<file path="src/rtl/cpu_pkg.sv">
// cpu_pkg: shared opcode masks, source-field encodings, fetch states and the
// needs_data helper so the fetch unit and the decoder agree on operand fetches.
// Optional macro FETCH_TIMEOUT_EN adds the FAULT fetch state.
package cpu_pkg;
  localparam logic [15:0] CLASS_MASK  = 16'hC000;
  localparam logic [15:0] OPCODE_MASK = 16'hF800;
  localparam logic [15:0] CLASS_ONE_ARG = 16'h8000;
  localparam logic [2:0] SRC_IMM_LO  = 3'b000;
  localparam logic [2:0] SRC_IMM_HI  = 3'b001;
  localparam logic [2:0] SRC_DATA_LO = 3'b010;
  localparam logic [2:0] SRC_DATA_HI = 3'b011;
  localparam logic [2:0] SRC_RAM     = 3'b100;
  typedef enum logic [2:0] {
    FETCH_HI,
    FETCH_LO,
    FETCH_DATA,
    ISSUE
`ifdef FETCH_TIMEOUT_EN
    , FAULT
`endif
  } fetch_state_e;
  // Source field is inst[10:8]; DATA_LO and DATA_HI share the upper two bits.
  function automatic logic needs_data(input logic [15:0] inst);
    return ((inst & CLASS_MASK) == CLASS_ONE_ARG) && (inst[10:9] == SRC_DATA_LO[2:1]);
  endfunction
endpackage

</file>
<file path="src/rtl/fetch_unit.sv">
// fetch_unit: fetches 16-bit instructions (high byte first) plus an optional
// data byte over an 8-bit memory bus and issues them with a hold-until-accepted
// handshake; owns the PC including sequential advance and taken branches.
// Ports:
//   clk, rst_n            clock, synchronous active-low reset
//   mem_req/mem_addr      byte read request and address (out)
//   mem_ack/mem_rdata     transfer completion and read byte (in)
//   en/inst/data/pc       issued instruction, data byte and its address (out)
//   exec_ready            execute stage accepts the issued instruction (in)
//   branch_take/offset    taken branch with signed byte offset, sampled on accept
//   fault                 bus timeout flag
// Optional macro FETCH_TIMEOUT_EN: bus timeout counter and FAULT state;
// without it fault is tied 0 and the unit waits indefinitely for mem_ack.
module fetch_unit
  import cpu_pkg::*;
#(
  parameter logic [15:0] RESET_PC = 16'h0000,
  parameter int TIMEOUT_CYCLES = 16
) (
  input  logic        clk,
  input  logic        rst_n,
  output logic        mem_req,
  output logic [15:0] mem_addr,
  input  logic        mem_ack,
  input  logic [7:0]  mem_rdata,
  output logic        en,
  output logic [15:0] inst,
  output logic [7:0]  data,
  input  logic        exec_ready,
  input  logic        branch_take,
  input  logic [15:0] branch_offset,
  output logic [15:0] pc,
  output logic        fault
);
  fetch_state_e state, state_nx;
  logic [15:0] fp;
  logic ack, accept, word_needs_data;
  // Gating with rst_n keeps the bus idle while reset is held.
  assign mem_req = rst_n && (state == FETCH_HI || state == FETCH_LO || state == FETCH_DATA);
  assign mem_addr = fp;
  assign en = state == ISSUE;
  assign ack = mem_req && mem_ack;
  assign accept = en && exec_ready;
  assign word_needs_data = needs_data({inst[15:8], mem_rdata});
`ifdef FETCH_TIMEOUT_EN
  logic [15:0] cnt;
  logic expire;
  assign expire = mem_req && !mem_ack && (cnt == 16'(TIMEOUT_CYCLES - 1));
  always_ff @(posedge clk) begin
    if (!rst_n) begin
      cnt <= '0;
      fault <= 1'b0;
    end else begin
      cnt <= (mem_req && !mem_ack) ? cnt + 16'd1 : '0;
      if (expire) fault <= 1'b1;
    end
  end
`else
  assign fault = 1'b0;
`endif
  always_ff @(posedge clk) begin
    if (!rst_n) state <= FETCH_HI;
    else state <= state_nx;
  end
  always_comb begin
    state_nx = state;
    case (state)
      FETCH_HI:   state_nx = ack ? FETCH_LO : FETCH_HI;
      FETCH_LO:   state_nx = !ack ? FETCH_LO : word_needs_data ? FETCH_DATA : ISSUE;
      FETCH_DATA: state_nx = ack ? ISSUE : FETCH_DATA;
      ISSUE:      state_nx = exec_ready ? FETCH_HI : ISSUE;
      default:    state_nx = state;
    endcase
`ifdef FETCH_TIMEOUT_EN
    if (expire) state_nx = FAULT;
`endif
  end
  always_ff @(posedge clk) begin
    if (!rst_n) begin
      fp <= RESET_PC;
      pc <= RESET_PC;
      inst <= '0;
      data <= '0;
    end else begin
      if (state == FETCH_HI) pc <= fp;
      if (ack) fp <= fp + 16'd1;
      if (ack && state == FETCH_HI) inst[15:8] <= mem_rdata;
      if (ack && state == FETCH_LO) begin
        inst[7:0] <= mem_rdata;
        if (!word_needs_data) data <= '0;
      end
      if (ack && state == FETCH_DATA) data <= mem_rdata;
      // Branch target is relative to the issued instruction, wrapping mod 2^16.
      if (accept && branch_take) fp <= pc + branch_offset;
    end
  end
endmodule

</file>
<file path="config.mk">
export PLATFORM = sky130hd
export DESIGN_NAME = fetch_unit
export DESIGN_NICKNAME = d
export VERILOG_FILES = /design/src/rtl/cpu_pkg.sv /design/src/rtl/fetch_unit.sv
export SDC_FILE = /design/constraint.sdc
export NUM_CORES = 1
export LEC_CHECK = 0
export ABC_AREA = 1
export ABC_CLOCK_PERIOD_IN_PS = 1740
export CAP_MARGIN = 10
export CORE_MARGIN = 2
export CORE_UTILIZATION = 58
export DETAILED_ROUTE_END_ITERATION = 10
export DONT_BUFFER_PORTS = 1
export PLACE_DENSITY_LB_ADDON = 0.15
export SYNTH_ARGS = -nofsm -noshare
export SYNTH_HDL_FRONTEND = slang
export SYNTH_SLANG_ARGS = --single-unit
</file>
<file path="constraint.sdc">
create_clock -name clk -period 1.74 [get_ports clk]
set_clock_uncertainty 0.1 [all_clocks]
set_input_delay 0.261 -clock clk [delete_from_list [all_inputs] [get_ports clk]]
set_output_delay 0.261 -clock clk [all_outputs]
set_load 0.005 [all_outputs]
</file>
[Yosys cells after proc, flatten, opt, wreduce, memory -nomap -nowiden]
Index checks and enable logic that the tools add are counted.
Word-level totals
  input port bits: 29
  flip-flop bits (word level): 59
Cells by class
  mux-type cells: 11
  $add $sub $neg: 2
  reductions and logical operators: 15
  equal/unequal tests: 6
Operators with widths (count)
  two-way mux 16 bit: 2
  two-way mux 8 bit: 3
  adder 16 x 1 -> 16 bit (second input constant): 1
  adder 16 bit: 1
  one-hot mux 3 bit (4 select lines): 1
  logical AND 1 bit: 8
  equality test 3 x 2 -> 1 bit (second input constant): 2
  two-way mux 2 bit: 2
  nonzero test 2 bit: 2
  nonzero test 4 bit: 1
  equality test 3 x 1 -> 1 bit (second input constant): 1
  zero test 3 bit: 1
  two-way mux 1 bit: 3
  equality test 2 x 1 -> 1 bit (second input constant): 1
  equality test 2 bit (second input constant): 1
  logical OR 1 bit: 2
  != test 2 x 1 -> 1 bit (second input constant): 1
  AND reduction 2 bit: 1

[Logic depth before layout (Yosys ltp)]
Gate-level depths: netlist of the first run.
  depth in word-level cells: 8
  mapped depth: 12
  mapped depth without buffers: 12

[Worst setup path before layout of the first run]
Ideal clock, no wire load.
  path kind: reg2reg
  start point: register pc[0]
  end point: register fp[10], in the netlist mem_addr[10]
  data arrival time: 1.545 ns
  library setup time: 0.109 ns
  clock period less this slack: 1.754 ns
  buffers on the path: 0
  stages on the path, launching flop included: 13
  setup slack: -0.014 ns
  data required time: 1.531 ns
  cell sequence: dfxtp_1 -> ha_1 -> fa_1 -> nand3_1 -> nand2_1 -> nand2_1 -> nand2_1 -> nand2_1 -> nand2_1 -> nand2_1 -> nand3_1 -> nand2_1 -> inv_1
On the way
  word-level cells in the longest chain between the ends: 2
Ends and longest elaborated chain
  from (decl): RTL line fetch_unit.sv:32  | output logic [15:0] pc,
  from (signal assigned): RTL line fetch_unit.sv:85  | if (state == FETCH_HI) pc <= fp;
  adder 16 bit: RTL line fetch_unit.sv:94  | if (accept && branch_take) fp <= pc + branch_offset;
  two-way mux 16 bit: RTL line fetch_unit.sv:94
  to (signal assigned): RTL line fetch_unit.sv:86  | if (ack) fp <= fp + 16'd1;
  to (signal assigned): RTL line fetch_unit.sv:94
  to (decl): RTL line fetch_unit.sv:36  | logic [15:0] fp;
No other way between the ends.
A chain may end at the register's enable or synchronous reset.

[Worst setup path after layout of the first run]
  start point: register pc[10]
  end point: register fp[13], in the netlist mem_addr[13]
The elaborated chain is that of the path after synthesis.

==> results_dict.tcl, run 1 <==
set metrics [dict create \
    rsz0062_at_grt "true" \
    ys_seq_area_share_pct 33.4 \
    power_uw 3580 \
    hold_viol 1 \
    synthMostInstantiatedCell "nand2_1" \
    utilization_pct 76.9 \
    synth_area_sq_um 3470 \
    fp-row-count 28 \
    antenna_cells 0 \
    vias 3752 \
    placed_cells 632 \
    io_buffer_count 0 \
    async_reset_ff_share_pct 0 \
    yosys_register_bits 58 \
    grt_pass1_vias 3515 \
    wirelength_mm 10.4 \
    htreeDepth 3 \
    setup_violations 0 \
    grt_antenna_before_repair 0 \
    pin_count 88 \
    drive_gt1_share_pct 23.5 \
    hold_depth 2 \
    endpoint_kind "flip-flop" \
    hold_class "in -> reg" \
    r2r_slack_ns 0.02 \
    grt_usage_pct 31.4 \
    netlist.area_leader.share_pct 33.4 \
    cts_buffers 9 \
    final_max_slew_viol_count 0 \
    grt_pass1_wl_mm 15.9 \
    synthCells 524 \
    yosys_warnings 0 \
    die_x_um 81.4 \
    violations "negative hold slack" \
    synth_edf_count 0 \
    critical_path_class "reg -> reg" \
    cts_tree "yes" \
    drt-initial-drc-count 290 \
    cap_viol_max_count 0 \
    root_buffer "clkbuf_8" \
    path_max_fanout 5 \
    holdWs_ns -0.00397 \
    grt_max_degree 37 \
    setup-tns-final_ns 0 \
    routed_via_density 5.66 \
    first_pass_iters 5 \
    cts_max_path_buffers 2 \
    cts.sinks 58 \
    final_nets 633 \
    n_fill_cell 415 \
    status "finished, violations left" \
    ys_types 35 \
    min_period_ns 1.72 \
    ant_nets 0 \
    max_freq_mhz 583 \
    clock_latency_ns 0.34 \
    area_delta_synth_final_pct 29.7 \
    clk_pin_slew_ns 0.07 \
    post_drt_wl_per_cell_um 15.6 \
    start_util_pct 59.3 \
    fp.dieArea_sq_um 6620 \
    worst_r2r_path_depth 10 \
    period_share_pct 98.6 \
    syn_nets 574 \
    die_h_um 81.4 \
    synthTopCellsByCount "nand2_1 (131), nor2_1 (63), dfxtp_1 (58), inv_1 (58)" \
    critPathLaunchType "flip-flop" \
    ir_drop_uv 530 \
    remaining_drc_errors 0 \
    overflow 0 \
    instances_no_fill 663 \
    synth.area.top_cells "dfxtp_1 (33%), nand2_1 (14%), ha_1 (7.2%)" \
    cp.arrival_ns 1.85 \
    required_ns 1.87 \
    core_sq_um 5850 \
    gp_congestion 0.852 \
    synthFlopType "dfxtp_1" \
    synth_top_area_cell "dfxtp_1" \
    p_per_area_nw_per_um2 796 \
    place.detailed.hpwl_mm 7.15 \
    p_leak_uw 0.00201 \
    syn_area_per_cell_sq_um 6.63 \
]
-- worst max-delay path, cell delays in order, from the launching register on --
cell and delay, ns:
dfxtp_1 0.36, ha_4 0.32, nand2_1 0.06, inv_1 0.08
nand3_1 0.13, nor2_1 0.13, nand2_1 0.10, nand3_1 0.10
nand2_1 0.06, nor2_1 0.12, nor2_1 0.05
-- cells in the final DEF (no fill, tap or decap), types with 4 or more instances in the layout --
master,netlist,layout
buf_4,1,52
a21oi_1,48,42
o21ai_1,3,6
nor2_2,0,7
clkbuf_8,0,9
or2_2,4,4
a21oi_2,0,6
dlygate4sd3_1,0,9
nand2_4,0,4
o21ai_0,48,45
nand2_1,131,119
nor2_1,63,55
xor2_1,5,5
ha_1,20,5
inv_1,58,58
nand3_1,34,30
dfxtp_1,58,51
nand3_2,0,4
ha_4,0,12
dfxtp_2,0,7
nand4_1,7,7
nand2_2,1,9
-- area by class of cell --
class / instances / area (sq um) / share of cell area, %
clock buffer: 9 / 124 / 2.75
clock inverter: 7 / 93.8 / 2.08
inverter: 62 / 233 / 5.17
multi-input combinational: 389 / 2270 / 50.4
sequential: 58 / 1170 / 26.0
tap: 75 / 93.8 / 2.08
timing repair buffer: 63 / 520 / 11.6
-- power breakdown --
group          internal [uW]  total, uW  leakage [uW]  switching (uW)
Sequential              1390       1460      0.000476            67.5
Clock                    803       1400      0.000105             596
Combinational            314        724       0.00143             410
-- metal layers --
| layer | global-route usage [%] | share of wire (%) | vias to the layer above |
|---|---|---|---|
| met3 | 8.67 | 8.0 | 26 |
| met4 | 12.5 | 2.1 | 0 |
| met2 | 55.2 | 50 | 184 |
| li1 | - | - | 1812 |
| met1 | 35.9 | 40 | 1730 |
| met5 | 0 | 0 | - |
-- logic make-up (layout without fill, tap and decap cells) --
| family | Yosys count | count (layout) | share of synthesized area (%) |
|---|---|---|---|
| adders and majority gates | 21 | 21 | 7.78 |
| other | 1 | 1 | 0.108 |
| and+or+nand+nor | 252 | 252 | 31.1 |
| DFF | 58 | 58 | 33.4 |
| AOI/OAI and AO/OA | 108 | 108 | 16.4 |
| buffers and inverters | 77 | 141 | 9.41 |
| xor gates and xnor gates | 7 | 7 | 1.77 |
-- metrics by stage --
| stage | instance area (sq um) | setup WS, ns |
|---|---|---|
| finish | 4500 | 0.0239 |
| global route | 4500 | -0.0577 |
| CTS | 4220 | -0.00492 |
| detailed placement | 3850 | -0.0908 |
| global placement | 3850 | -0.0435 |
| floorplan | 3470 | 0.0366 |
-- final timing paths --
| kind | startpoint | endpoint |
|---|---|---|
| max reg2reg | pc[10] | mem_addr[13] |
| min | mem_rdata[3] | inst[11] |
| max | pc[10] | mem_addr[13] |
| min reg2reg | data[6] | data[6] |
-- what timing repair did --
item,in CTS,in global routing
endpoints found under the setup margin,7,23
pin swaps,5,19
resized for setup,12,54
hold buffers,10,0
buffers inserted,1,4
endpoints found under the hold margin,49,0
-- state kept, by name, indices dropped and copies added, names as in the netlist --
signal and cells:
pc 16, mem_addr 16, inst 16, data 8, state 2
(Power assumes the default switching activity.)
==> run 2: changes to the inputs <==
--- a/config.mk
+++ b/config.mk
@@ -7,8 +7,7 @@
 export LEC_CHECK = 0
 export ABC_AREA = 1
 export ABC_CLOCK_PERIOD_IN_PS = 1740
-export CAP_MARGIN = 10
-export CORE_MARGIN = 2
+export CAP_MARGIN = 20
 export CORE_UTILIZATION = 58
 export DETAILED_ROUTE_END_ITERATION = 10
 export DONT_BUFFER_PORTS = 1
==> run 2 against run 1 <==
Against the previous run:
- the flow finishes with violations (negative setup slack)
- count of clock-buffer cells in the layout did not move
- global-route usage rose by 1.4 points
- critical path type unchanged
- die area fell by 4.9%
- worst hold slack improved by 0.038 ns
- combinational power fell by 1%
- highest routed layer unchanged
- critical endpoint is now mem_addr[10]
- cell area rose by 0.28%
- largest cell class unchanged
- flip-flop and latch count did not move
- register-to-register slack got worse by 0.04 ns
- sequential share of layout area fell by 0.10 points
- sequential power barely moved
- critical path depth rose by 2
- maximum frequency fell by 2.3%
==> results_dict.tcl, run 2 (synthesized netlist as in run 1, its figures left out) <==
set metrics [dict create \
    status "finished, violations left" \
    violations "negative setup slack" \
    die_x_um 79.4 \
    cts.sinks 58 \
    p_per_area_nw_per_um2 839 \
    critical_path_class "reg -> reg" \
    cap_viol_max_count 0 \
    root_buffer "clkbuf_8" \
    vias 3729 \
    area_delta_synth_final_pct 30.0 \
    final_nets 632 \
    endpoint_kind "flip-flop" \
    grt_pass1_vias 3488 \
    ir_drop_uv 1040 \
    grt_usage_pct 32.9 \
    layout_setup_ws_ns -0.0171 \
    cts_tree "yes" \
    required_ns 1.90 \
    path_max_fanout 4 \
    final_max_slew_viol_count 0 \
    cp_slowest_stage_delay_ns 0.41 \
    clock_latency_ns 0.35 \
    power_uw 3790 \
    overflow 0 \
    setup_violations 2 \
    p_leak_uw 0.00201 \
    gp_congestion 0.958 \
    r2r_slack_ns -0.02 \
    drt-initial-drc-count 227 \
    path_cells "ha_4 > fa_2 > nand3_2 > nand2_4 > nand2_4 > nand2_4 > nand2_2 > nand2_1 > nand2_1 > nand3_1 > nand2_1 > inv_1" \
    holdCritStartpoint "mem_rdata[6]" \
    worst_r2r_path_depth 12 \
    hold_viol 0 \
    critPathLaunchType "flip-flop" \
    routed_via_density 5.66 \
    antenna_cells 0 \
    ant_nets 0 \
    layout_common_cells "nand2_1 (122), inv_1 (56), nor2_1 (55)" \
    r2r_end "mem_addr[10]" \
    r2r-start "pc[0]" \
    die_h_um 79.4 \
    cts_max_path_buffers 2 \
    cp.arrival_ns 1.91 \
    layout_commonest_cell "nand2_1" \
    drive_gt1_share_pct 23.3 \
    place.detailed.hpwl_mm 7.06 \
    setup-tns-final_ns -0.0227 \
    fp.dieArea_sq_um 6300 \
    rsz0062_at_grt "true" \
    first_pass_iters 5 \
    hold_depth 2 \
    io_buffer_count 0 \
    crit_slowest_cell "fa_2" \
    wirelength_mm 10.5 \
    core_sq_um 5640 \
    pin_count 88 \
    whs_endpoint "inst[14]" \
    remaining_drc_errors 0 \
    post_drt_wl_per_cell_um 16.0 \
    fp-row-count 27 \
    start_util_pct 61.5 \
    grt_pass1_wl_mm 15.8 \
    htreeDepth 3 \
    max_freq_mhz 569 \
    hold_class "in -> reg" \
    period_share_pct 101 \
    grt_antenna_before_repair 0 \
    min_period_ns 1.76 \
    grt_max_degree 38 \
    cts_buffers 9 \
    clk_pin_slew_ns 0.08 \
]
-- run 2: metrics by stage --
step,instances,worst slack [ns],hold slack [ns],utilization [%],instance area (sq um)
floorplan,524,0.0366,0.296,-,3470
global placement,631,-0.0427,0.291,68.2,3850
detailed placement,631,-0.0825,0.299,68.2,3850
CTS,657,0.000176,0.0317,75.0,4230
global route,659,-0.116,0.0498,80.0,4510
finish,659,-0.0171,0.0342,80.0,4510
-- run 2: worst max-delay path by stage --
stage,start,end,slack (ns),cells after the start
after floorplan,pc[0],mem_addr[10],0.04,12
after global placement,pc[0],mem_addr[10],-0.04,12
after detailed placement,pc[0],mem_addr[10],-0.08,12
after CTS,pc[0],mem_addr[10],0.0002,12
after global routing,pc[0],mem_addr[10],-0.12,12
final,pc[0],mem_addr[10],-0.02,12
-- run 2: area by class of cell --
class,count,area [sq um]
clock inverters,7,125
fillers,395,1130
clock buffers,9,124
repair buffers,62,500
flip-flops and latches,58,1170
multi-input cells,389,2270
well taps,72,90.1
inverters,62,236
-- run 2: timing repair --
item	CTS	global route
pin swaps	0	11
hold buffers	10	0
gates resized for setup	10	56
endpoints found under the setup margin	8	30
buffers inserted	0	2
endpoints found under the hold margin	51	0
-- run 2: report_power, final --
group | internal (uW) | total (uW) | switching [uW]
clock | 964 | 1610 | 645
sequential | 1390 | 1460 | 70.6
combinational | 312 | 717 | 406
total | 2670 | 3790 | 1120
-- run 2: worst max-delay path, delay by kind of cell, from the launching register on --
family                   cells  cell delay, ns
buffers and inverters        1            0.03
adder cells (fa/ha/maj)      2            0.57
AND/OR/NAND/NOR              9            0.63
flip-flops                   1            0.34
-- run 2: layer usage --
| layer | vias to the layer above | share of wire, % | track usage (%) |
|---|---|---|---|
| met3 | 29 | 7.5 | 8.91 |
| met2 | 170 | 50 | 56.4 |
| li1 | 1814 | - | - |
| met4 | 0 | 2.8 | 13.6 |
| met5 | - | 0 | 0 |
| met1 | 1716 | 40 | 38.5 |
==> run 3: changes to the inputs <==
--- a/config.mk
+++ b/config.mk
@@ -6,9 +6,10 @@
 export NUM_CORES = 1
 export LEC_CHECK = 0
 export ABC_AREA = 1
-export ABC_CLOCK_PERIOD_IN_PS = 1740
+export ABC_CLOCK_PERIOD_IN_PS = 2300
 export CAP_MARGIN = 20
-export CORE_UTILIZATION = 58
+export CORE_MARGIN = 10
+export CORE_UTILIZATION = 69
 export DETAILED_ROUTE_END_ITERATION = 10
 export DONT_BUFFER_PORTS = 1
 export PLACE_DENSITY_LB_ADDON = 0.15
==> constraint.sdc (replaced) <==
create_clock -name clk -period 2.3 [get_ports clk]
set_clock_uncertainty 0.1 [all_clocks]
set_input_delay 0.345 -clock clk [delete_from_list [all_inputs] [get_ports clk]]
set_output_delay 0.345 -clock clk [all_outputs]
set_load 0.005 [all_outputs]
==> run 3 against run 2 <==
Against the previous run:
- the flow now finishes without violations
- sequential share of layout area rose by 5.2 points
- critical path depth fell by 5
- die area rose by 31%
- global-route usage fell by 9.3 points
- flip-flop and latch count did not move
- cell area fell by 17%
- maximum frequency fell by 15%
- worst hold slack got worse by 0.0092 ns
- sequential power fell by 24%
- worst setup slack improved by 0.25 ns
- non-clock buffer count fell by 55
- via count fell by 5.4%
==> results_dict.tcl, run 3 (synthesized netlist as in run 1, its figures left out) <==
set metrics [dict create \
    holdCritStartpoint "rst_n" \
    ant_nets 0 \
    max_freq_mhz 485 \
    setup-tns-final_ns 0 \
    grt_pass1_vias 3315 \
    drt-initial-drc-count 339 \
    required_ns 2.42 \
    grt_antenna_before_repair 0 \
    multiInputGateArea_sq_um 1990 \
    cap_viol_max_count 0 \
    routed_via_density 5.89 \
    antenna_cells 0 \
    tightest_slew_ns 0.534 \
    io_buffer_count 0 \
    die_h_um 90.9 \
    worst_r2r_path_depth 7 \
    area_delta_synth_final_pct 7.60 \
    status "finished, final reports clean" \
    fp-row-count 25 \
    critPathLaunchType "flip-flop" \
    rsz0062_at_grt "false" \
    p_leak_uw 0.00173 \
    root_buffer "clkbuf_8" \
    cp_slowest_stage_delay_ns 0.33 \
    layout_commonest_cell "nand2_1" \
    r2r_slack_ns 0.24 \
    wirelength_mm 10.0 \
    place.detailed.hpwl_mm 7.25 \
    remaining_drc_errors 0 \
    cts_tree "yes" \
    start_util_pct 72.5 \
    m1WireLength_mm 3.78 \
    slew_headroom_pct 64.4 \
    pin_count 88 \
    hold_depth 2 \
    hold_class "in -> reg" \
    whs_endpoint "inst[0]" \
    setup_violations 0 \
    path_max_fanout 12 \
    cp.arrival_ns 2.18 \
    wl_met2_mm 4.79 \
    layout_common_cells "nand2_1 (130), nor2_1 (63), inv_1 (58), dfxtp_1 (58), a21oi_1 (48)" \
    seq_area_sq_um 1160 \
    core_sq_um 4790 \
    critical_path_class "reg -> reg" \
    clk_pin_slew_ns 0.07 \
    first_pass_iters 8 \
    utilization_pct 78.1 \
    post_drt_wl_per_cell_um 16.7 \
    grt_usage_pct 23.6 \
    p_per_area_nw_per_um2 679 \
    grt_pass1_wl_mm 16.1 \
    fp.dieArea_sq_um 8270 \
    ctsHoldBuffers 0 \
    cts_setup_buffers 0 \
    crit_slowest_cell "dfxtp_1" \
    topRoutingLayerUsed "met4" \
    final_max_slew_viol_count 0 \
    htreeDepth 3 \
    cts_max_path_buffers 2 \
    clock_latency_ns 0.35 \
    ir_drop_uv 561 \
    cts_buffers 9 \
    overflow 0 \
    r2r_end "inst[14]" \
    drive_gt1_share_pct 6.95 \
    cts.sinks 58 \
    path_cells "ha_1 > nor2_4 > nand2_2 > inv_2 > nand2_1 > o21ai_1 > a21oi_1" \
    min_period_ns 2.06 \
    wl_met3_mm 1.18 \
    vias 3526 \
    n_fill_cell 368 \
    period_share_pct 89.7 \
    die_x_um 90.9 \
    r2r-start "state[0]" \
    endpoint_kind "flip-flop" \
    final_nets 577 \
    grt_max_degree 43 \
    hold_viol 0 \
    gp_congestion 0.951 \
]
-- run 3: cell count changes in the layout (fill, tap and decap cells not counted), sizes merged --
cell and delta:
buf -46, bufinv -1, clkbuf +2, clkinv -1, dlygate4sd3 -9
-- run 3: cell type report --
| class | instances | share of cell area, % |
|---|---|---|
| repair buffers | 7 | 1.41 |
| clock buffers | 11 | 3.78 |
| flip-flops and latches | 58 | 31.1 |
| multi-input cells | 389 | 53.2 |
| clock inverters | 5 | 2.08 |
| well taps | 67 | 2.24 |
| inverters | 62 | 6.23 |
-- run 3: how the worst max path moves through the flow --
| stage | from | endpoint | cells past startpoint |
|---|---|---|---|
| floorplan | branch_offset[0] | mem_addr[10] | 12 |
| global placement | state[0] | mem_addr[10] | 10 |
| detailed placement | state[0] | mem_addr[10] | 10 |
| CTS | state[0] | inst[14] | 7 |
| global route | state[0] | inst[14] | 7 |
| finish | state[0] | inst[14] | 7 |
-- run 3: timing repair --
action / 4_1_cts / 5_1_grt
resized for setup: 0 / 2
endpoints found under the setup margin: 0 / 1
endpoints found under the hold margin: 0 / 0
-- run 3: stage by stage --
stage          std cells  total power [uW]  hold slack, ns  worst slack, ns  area, sq um
2_1_floorplan        524              1410           0.355            0.509         3470
3_3_place_gp         583              1480           0.381            0.310         3510
3_5_place_dp         583              1490           0.382            0.236         3510
4_1_cts              599              2530          0.0290            0.210         3730
5_1_grt              599              2640          0.0292           0.0872         3740
6_report             599              2540          0.0250            0.236         3740
-- run 3: per-layer routing --
metal | GRT usage [%] | vias up
met5 | 0 | -
met4 | 11.9 | 0
met3 | 8.81 | 30
met2 | 39.5 | 198
met1 | 25.6 | 1595
li1 | - | 1703
-- run 3: power breakdown --
group          internal [uW]  switching (uW)
combinational            125             238
clock                    636             424
sequential              1050            62.2
total                   1810             724
-- run 3: critical path: cells and delay by family, from the launching register on --
| family | cells | cell delay, ns |
|---|---|---|
| AND/OR/NAND/NOR | 3 | 0.67 |
| AO/OA/AOI/OAI | 2 | 0.34 |
| flip-flops | 1 | 0.33 |
| adder cells (fa/ha/maj) | 1 | 0.28 |
| buffers and inverters | 1 | 0.21 |
